[src/rtl/sin_share_scheduler_pkg.sv]
// Shared widths, default sine-unit latency and scheduler state encodings
// for the shared sine-unit scheduler.
package sin_share_scheduler_pkg;
    localparam int SINGLE_W     = 32;
    localparam int PIPE_LAT_DEF = 39;

    typedef enum logic [1:0] {
        ST_RUN    = 2'd0,
        ST_DRAIN  = 2'd1,
        ST_HALTED = 2'd2
    } sched_state_e;
endpackage

[src/rtl/sin_tag_delay.sv]
// {valid, tag} shift register that tracks which requester owns each result
// emerging from the fixed-latency sine pipeline.
module sin_tag_delay #(
    parameter int DEPTH = 39,
    parameter int TAGW  = 2
) (
    input  logic            clk,
    input  logic            rst,
    input  logic            in_valid,
    input  logic [TAGW-1:0] in_tag,
    output logic            out_valid,
    output logic [TAGW-1:0] out_tag
);
    logic [DEPTH-1:0] valid_q;
    logic [DEPTH-1:0] valid_d;
    logic [TAGW-1:0]  tag_q [DEPTH];
    logic [TAGW-1:0]  tag_d [DEPTH];

    genvar gi;
    generate
        for (gi = 0; gi < DEPTH; gi++) begin : g_stage
            if (gi == 0) begin : g_head
                assign valid_d[gi] = in_valid;
                assign tag_d[gi]   = in_tag;
            end else begin : g_body
                assign valid_d[gi] = valid_q[gi-1];
                assign tag_d[gi]   = tag_q[gi-1];
            end
        end
    endgenerate

    always_ff @(posedge clk or posedge rst) begin
        if (rst) begin
            valid_q <= '0;
            for (int i = 0; i < DEPTH; i++) begin
                tag_q[i] <= '0;
            end
        end else begin
            valid_q <= valid_d;
            tag_q   <= tag_d;
        end
    end

    assign out_valid = valid_q[DEPTH-1];
    assign out_tag   = tag_q[DEPTH-1];
endmodule

[src/rtl/sin_share_scheduler.sv]
// Round-robin time-sharing of one pipelined sine unit among NREQ requesters,
// with tagged response steering and a halt/drain handshake.
module sin_share_scheduler
    import sin_share_scheduler_pkg::*;
#(
    parameter int NREQ     = 4,
    parameter int PIPE_LAT = PIPE_LAT_DEF,
    parameter int TAGW     = 2
) (
    input  logic                     clk,
    input  logic                     rst,
    input  logic [NREQ-1:0]          req,
    input  logic [NREQ*SINGLE_W-1:0] theta,
    output logic [NREQ-1:0]          gnt,
    output logic [SINGLE_W-1:0]      sin_theta,
    output logic                     sin_sta,
    input  logic [SINGLE_W-1:0]      sin_result,
    output logic [NREQ-1:0]          rsp_valid,
    output logic [SINGLE_W-1:0]      rsp_sin,
    input  logic                     halt,
    output logic                     halt_ack,
    output logic [5:0]               inflight
);
    sched_state_e          state_q;
    logic                  halt_ack_q;
    logic [NREQ-1:0]       pending_q, pending_d;
    logic [TAGW-1:0]       rr_ptr_q, rr_ptr_d;
    logic [SINGLE_W-1:0]   sin_theta_q, sin_theta_d;
    logic                  sin_sta_q, sin_sta_d;
    logic [TAGW-1:0]       tag_q, tag_d;
    logic [NREQ-1:0]       rsp_valid_q, rsp_valid_d;
    logic [SINGLE_W-1:0]   rsp_sin_q, rsp_sin_d;
    logic [5:0]            inflight_q, inflight_d;

    logic [SINGLE_W-1:0]   theta_arr [NREQ];
    logic [NREQ-1:0]       eligible;
    logic [NREQ-1:0]       gnt_c;
    logic                  arb_en;
    logic                  win_found;
    logic [TAGW-1:0]       win_idx;
    int                    cand;
    logic                  dl_valid;
    logic [TAGW-1:0]       dl_tag;

    genvar gi;
    generate
        for (gi = 0; gi < NREQ; gi++) begin : g_theta
            assign theta_arr[gi] = theta[gi*SINGLE_W +: SINGLE_W];
        end
    endgenerate

    // Arbitration is cut off the same cycle halt is seen, not one cycle later.
    assign arb_en   = (state_q == ST_RUN) && !halt;
    assign eligible = req & ~pending_q;

    always_comb begin
        gnt_c     = '0;
        win_found = 1'b0;
        win_idx   = '0;
        cand      = 0;
        if (arb_en) begin
            for (int k = 0; k < NREQ; k++) begin
                cand = (int'(rr_ptr_q) + k >= NREQ) ? int'(rr_ptr_q) + k - NREQ
                                                     : int'(rr_ptr_q) + k;
                if (!win_found && eligible[cand]) begin
                    win_found = 1'b1;
                    win_idx   = TAGW'(cand);
                end
            end
        end
        if (win_found) begin
            gnt_c[win_idx] = 1'b1;
        end
    end

    always_comb begin
        rr_ptr_d    = rr_ptr_q;
        sin_sta_d   = win_found;
        sin_theta_d = sin_theta_q;
        tag_d       = tag_q;
        if (win_found) begin
            sin_theta_d = theta_arr[win_idx];
            tag_d       = win_idx;
            rr_ptr_d    = (int'(win_idx) == NREQ-1) ? '0 : win_idx + TAGW'(1);
        end
    end

    sin_tag_delay #(
        .DEPTH (PIPE_LAT),
        .TAGW  (TAGW)
    ) u_tag_delay (
        .clk       (clk),
        .rst       (rst),
        .in_valid  (sin_sta_q),
        .in_tag    (tag_q),
        .out_valid (dl_valid),
        .out_tag   (dl_tag)
    );

    // sin_result is only trusted when the tag line says a result is due.
    always_comb begin
        rsp_valid_d = '0;
        rsp_sin_d   = rsp_sin_q;
        if (dl_valid) begin
            rsp_valid_d[dl_tag] = 1'b1;
            rsp_sin_d           = sin_result;
        end
    end

    always_comb begin
        pending_d  = (pending_q | gnt_c) & ~rsp_valid_q;
        inflight_d = inflight_q;
        if (win_found && !(|rsp_valid_q)) begin
            inflight_d = inflight_q + 6'd1;
        end else if (!win_found && (|rsp_valid_q)) begin
            inflight_d = inflight_q - 6'd1;
        end
    end

    always_ff @(posedge clk or posedge rst) begin
        if (rst) begin
            pending_q   <= '0;
            rr_ptr_q    <= '0;
            sin_theta_q <= '0;
            sin_sta_q   <= 1'b0;
            tag_q       <= '0;
            rsp_valid_q <= '0;
            rsp_sin_q   <= '0;
            inflight_q  <= '0;
        end else begin
            pending_q   <= pending_d;
            rr_ptr_q    <= rr_ptr_d;
            sin_theta_q <= sin_theta_d;
            sin_sta_q   <= sin_sta_d;
            tag_q       <= tag_d;
            rsp_valid_q <= rsp_valid_d;
            rsp_sin_q   <= rsp_sin_d;
            inflight_q  <= inflight_d;
        end
    end

    always_ff @(posedge clk or posedge rst) begin
        if (rst) begin
            state_q    <= ST_RUN;
            halt_ack_q <= 1'b0;
        end else begin
            case (state_q)
                ST_RUN: begin
                    if (halt) state_q <= ST_DRAIN;
                end
                ST_DRAIN: begin
                    if (!halt) begin
                        state_q <= ST_RUN;
                    end else if (inflight_q == 6'd0) begin
                        state_q    <= ST_HALTED;
                        halt_ack_q <= 1'b1;
                    end
                end
                ST_HALTED: begin
                    if (!halt) begin
                        state_q    <= ST_RUN;
                        halt_ack_q <= 1'b0;
                    end
                end
                default: begin
                    state_q    <= ST_RUN;
                    halt_ack_q <= 1'b0;
                end
            endcase
        end
    end

    assign gnt       = gnt_c;
    assign sin_theta = sin_theta_q;
    assign sin_sta   = sin_sta_q;
    assign rsp_valid = rsp_valid_q;
    assign rsp_sin   = rsp_sin_q;
    assign halt_ack  = halt_ack_q;
    assign inflight  = inflight_q;
endmodule

[config.mk]
export PLATFORM = sky130hd
export DESIGN_NAME = sin_share_scheduler
export DESIGN_NICKNAME = d
export VERILOG_FILES = /design/src/rtl/sin_share_scheduler_pkg.sv /design/src/rtl/sin_tag_delay.sv /design/src/rtl/sin_share_scheduler.sv
export SDC_FILE = /design/constraint.sdc
export NUM_CORES = 1
export LEC_CHECK = 0
export ABC_AREA = 1
export CAP_MARGIN = 20
export CORE_MARGIN = 3
export CORE_UTILIZATION = 25
export DETAILED_ROUTE_END_ITERATION = 10
export MAX_ROUTING_LAYER = met4
export SLEW_MARGIN = 40
export SYNTH_ARGS = -nofsm -noshare
export SYNTH_HDL_FRONTEND = slang
export SYNTH_SLANG_ARGS = --single-unit
[constraint.sdc]
create_clock -name clk -period 10.1 [get_ports clk]
set_input_delay 2.525 -clock clk [delete_from_list [all_inputs] [get_ports clk]]
set_output_delay 2.525 -clock clk [all_outputs]
set_load 0.005 [all_outputs]
==> summary.md <==
| Metric | Value |
|---|---|
| Detail Route Antenna Nets | 0 |
| GRT Overall Usage | 12.3% |
| Site row count | 63 |
| Slew HR | 49.6% |
| Antenna cells | 0 |
| GR Layer Usage met3 | between 2 and 3% |
| Yosys cell types | 29 |
| Clock root buffer | clkbuf_16 |
| Vias in the first global route | 6209 |
| Worst Path Buf+Inv | 5 |
| Area Growth Syn to Fin | 46.1% |
| DRT Wirelength | around 20 mm |
| RSZ-0062 raised after global routing | false |
| DR vias | 6168 |
| CP max stage delay | 560 ps |
| Layout cell share with drive strength beyond 1 | 6.05% |
| Commonest cells post-synth | nand2_1, dfrtp_1, nand3_1 |
| Synthesized Nets | about 950 |
| Worst EP arrival | 5860 ps |
| Final Net Count | between 1000 and 1500 |
| Fraction of registers with async set/reset | 100% |
| Initial Utilization | approximately a quarter |
| Peak supply drop | 0.158 mV |
| Final core utilization | 37.6% |
| Total grt overflow | 0 |
| Largest net degree at the start of global routing | 137 |
| CP Launch Type | primary input |
| Routability Congestion | between 0.8 and 0.9 |
| DR iter-0 viols | 247 |
| CP Data Required Time | 7580 ps |
| Yosys top cell area share | 65.7% |
| DRC violations left | 0 |
| Synth Area per Inst | 9.99 um^2 |
| Top cell family by delay on the critical path | buffers and inverters |
| Status | complete, no violations |
| Post-synth design cell area | 7730 um^2 |
| Clk buf depth | 3 |
| Die area | 33100 um^2 |
| Pleak | 5.40 nW |
| Total negative slack | 0 ps |
| Clock slew seen by the registers of the worst setup and hold paths | 50 ps |
| Stages on worst setup path | 14 |
| Final setup vio count | 0 |
| Design Power | ~3.2 mW |
| Worst R2R Setup Slack | 6260 ps |
| Most common cell in the synthesized netlist | nand2_1 |
| Worst path slowest cell | nand2_4 |
| Crit end category | output port |
| Crit path to | gnt[3] |
| Reg2Reg Depth | 20 |
| EDFF count, synth | 0 |
| Wire per inst | about 14 um |
| Clock Sink Count | 203 |
| Setup repair bufs after CTS | 0 |
| Seq/Total Area, Yosys | between 60% and 70% |
| Final Non-Filler Cells | approximately 1400 |
| Skew-Pair Late Insertion Delay | 500 ps |
| Top cells by area, synth | dfrtp_1, nand2_1, nand3_1 |
| Worst setup path startpoint | req[3] |
| Fin worst setup slack | 1710 ps |
| Num CTS Buffers | 24 |
| Number of port buffers | roughly 250 |
| Count of state elements after synthesis | about 200 |
| Ys flop type | dfrtp_1 |
| Io pins | 247 |
| Die span in y | 182 um |
| Worst Hold Class | flip-flop to flip-flop |
| Dpl cells | 1374 |
| Hold Buf Count CTS | 0 |
| Global-route wire length before repair | 32.7 mm |
| Final min period | 8390 ps |
| Final Cycle Share | 83.1% |
| Max cap viols | 0 |
| TritonCTS clock tree | built |
| RR Endpoint | inflight[5]$_DFFE_PP0P_ |
| Setup Skew | a little under 8 ps |
| Final Instance Area | around 11000 um^2 |
| Worst-margin pin slew | 756 ps |
| Reg2reg start | rr_ptr_q[0]$_DFFE_PP0P_ |
| Crit-path max FO | 68 |
| Most used routing layer | met2 |
| Core Area | between 30000 and 40000 um^2 |
| Final HPWL DP | 13.8 mm |
| Met2 usage | between 10% and 20% |
| Synth Warn # | 0 |
| PwrDens | 283 nW/um^2 |
| Critical Setup Path Class | primary input to output port |
| Final Slew Violations | 0 |
| # resized after CTS | 0 |
| Fill cells | approximately 3000 |
| DP Worst Slack | around 1600 ps |
| H-Tree Depth | 1 |
| Post-DP Area | 10500 um^2 |
| Hold Slack | 339 ps |
| Area leader, netlist | dfrtp_1 |
| Final hold vios | 0 |
| GRT met1 Usage | about 17% |
| Die width | 182 um |
| Initial antenna violation count | 0 |
| CP cell instances | clkdlybuf4s50_1 -> nand3_1 -> nand3_1 -> nand2_2 -> nand2_2 -> nand3_1 -> nand2_2 -> buf_4 -> nand2_4 -> inv_1 -> ha_1 -> nand2_1 -> inv_1 -> clkdlybuf4s50_1 |
| DR vias/cell | between 4 and 5 |
| DR pass1 iterations | 4 |
| FMAX | 119 MHz |
| Start point of the worst min-delay path | u_tag_delay.tag_d[28]$_DFF_PP0_ |
| Synth Instances | 774 |
[worst min path at each step]
stage                                                  end  depth (start not counted)
after floorplan           u_tag_delay.out_tag[0]$_DFF_PP0_                          0
after global placement     u_tag_delay.tag_d[17]$_DFF_PP0_                          0
after detailed placement   u_tag_delay.tag_d[26]$_DFF_PP0_                          0
after CTS                  u_tag_delay.tag_d[26]$_DFF_PP0_                          0
after global routing       u_tag_delay.tag_d[23]$_DFF_PP0_                          0
final                      u_tag_delay.tag_d[26]$_DFF_PP0_                          0
[placed cells by master, fill, tap and decap left out]
cell,count
clkinv_2,6
nor4_1,2
nand2_1,272
fa_1,1
buf_6,1
o21ai_0,3
clkbuf_16,25
o22ai_1,1
buf_12,1
o21ai_1,1
a31oi_1,1
nor3_1,6
clkdlybuf4s50_1,246
ha_1,9
nand3_1,180
dfrtp_1,203
inv_4,2
nor2_2,1
nand3_2,1
a21oi_1,9
buf_4,4
nand2_4,2
clkbuf_1,1
clkinv_4,2
nand2_2,5
clkbuf_8,6
xnor2_1,1
clkinvlp_4,1
inv_1,19
nand4_1,1
inv_2,1
or2_2,2
nor2_1,6
xor2_1,1
inv_12,1
bufinv_16,1
[report_power, final]
part           internal [mW]  total (mW)  leakage [nW]  switching [mW]
sequential              1.14        1.28          2.58           0.142
clock                  0.517       0.835         0.394           0.317
combinational          0.499        1.08          2.42           0.582
[final cells by class]
cell class                 count  area [um^2]  share of cell area (%)
clock buffer                  32          712                    6.30
clock inverter                 9         80.1                   0.709
inverter                      24          109                   0.964
tap                          390          488                    4.32
sequential                   203         5080                    45.0
multi-input combinational    505         2300                    20.4
timing repair buffer         252         2520                    22.3
[metal layers]
layer / vias up / share of wire (%)
li1: 2982 / -
met5: - / 0
met4: 0 / 3.4
met1: 2896 / 45
met3: 43 / 6.9
met2: 247 / 45
[cells by family after synthesis]
kind of cell / share of synthesized area (%)
xor gates and xnor gates: 0.227
adders and majority gates: 1.72
and+or+nand+nor: 26.8
buffers and inverters: 4.51
AOI/OAI and AO/OA: 1.00
DFF: 65.7
[state kept, by name, indices dropped and copies added, names as in the netlist]
| register | count |
|---|---|
| tag_q | 2 |
| inflight | 6 |
| rsp_valid | 4 |
| halt_ack | 1 |
| sin_sta | 1 |
| rr_ptr_q | 2 |
| rsp_sin | 32 |
| u_tag_delay.tag_d | 76 |
| u_tag_delay.valid_q | 39 |
| u_tag_delay.out_tag | 2 |
| state_q | 2 |
| pending_q | 4 |
| sin_theta | 32 |
Power figures use the tool's default switching activity.
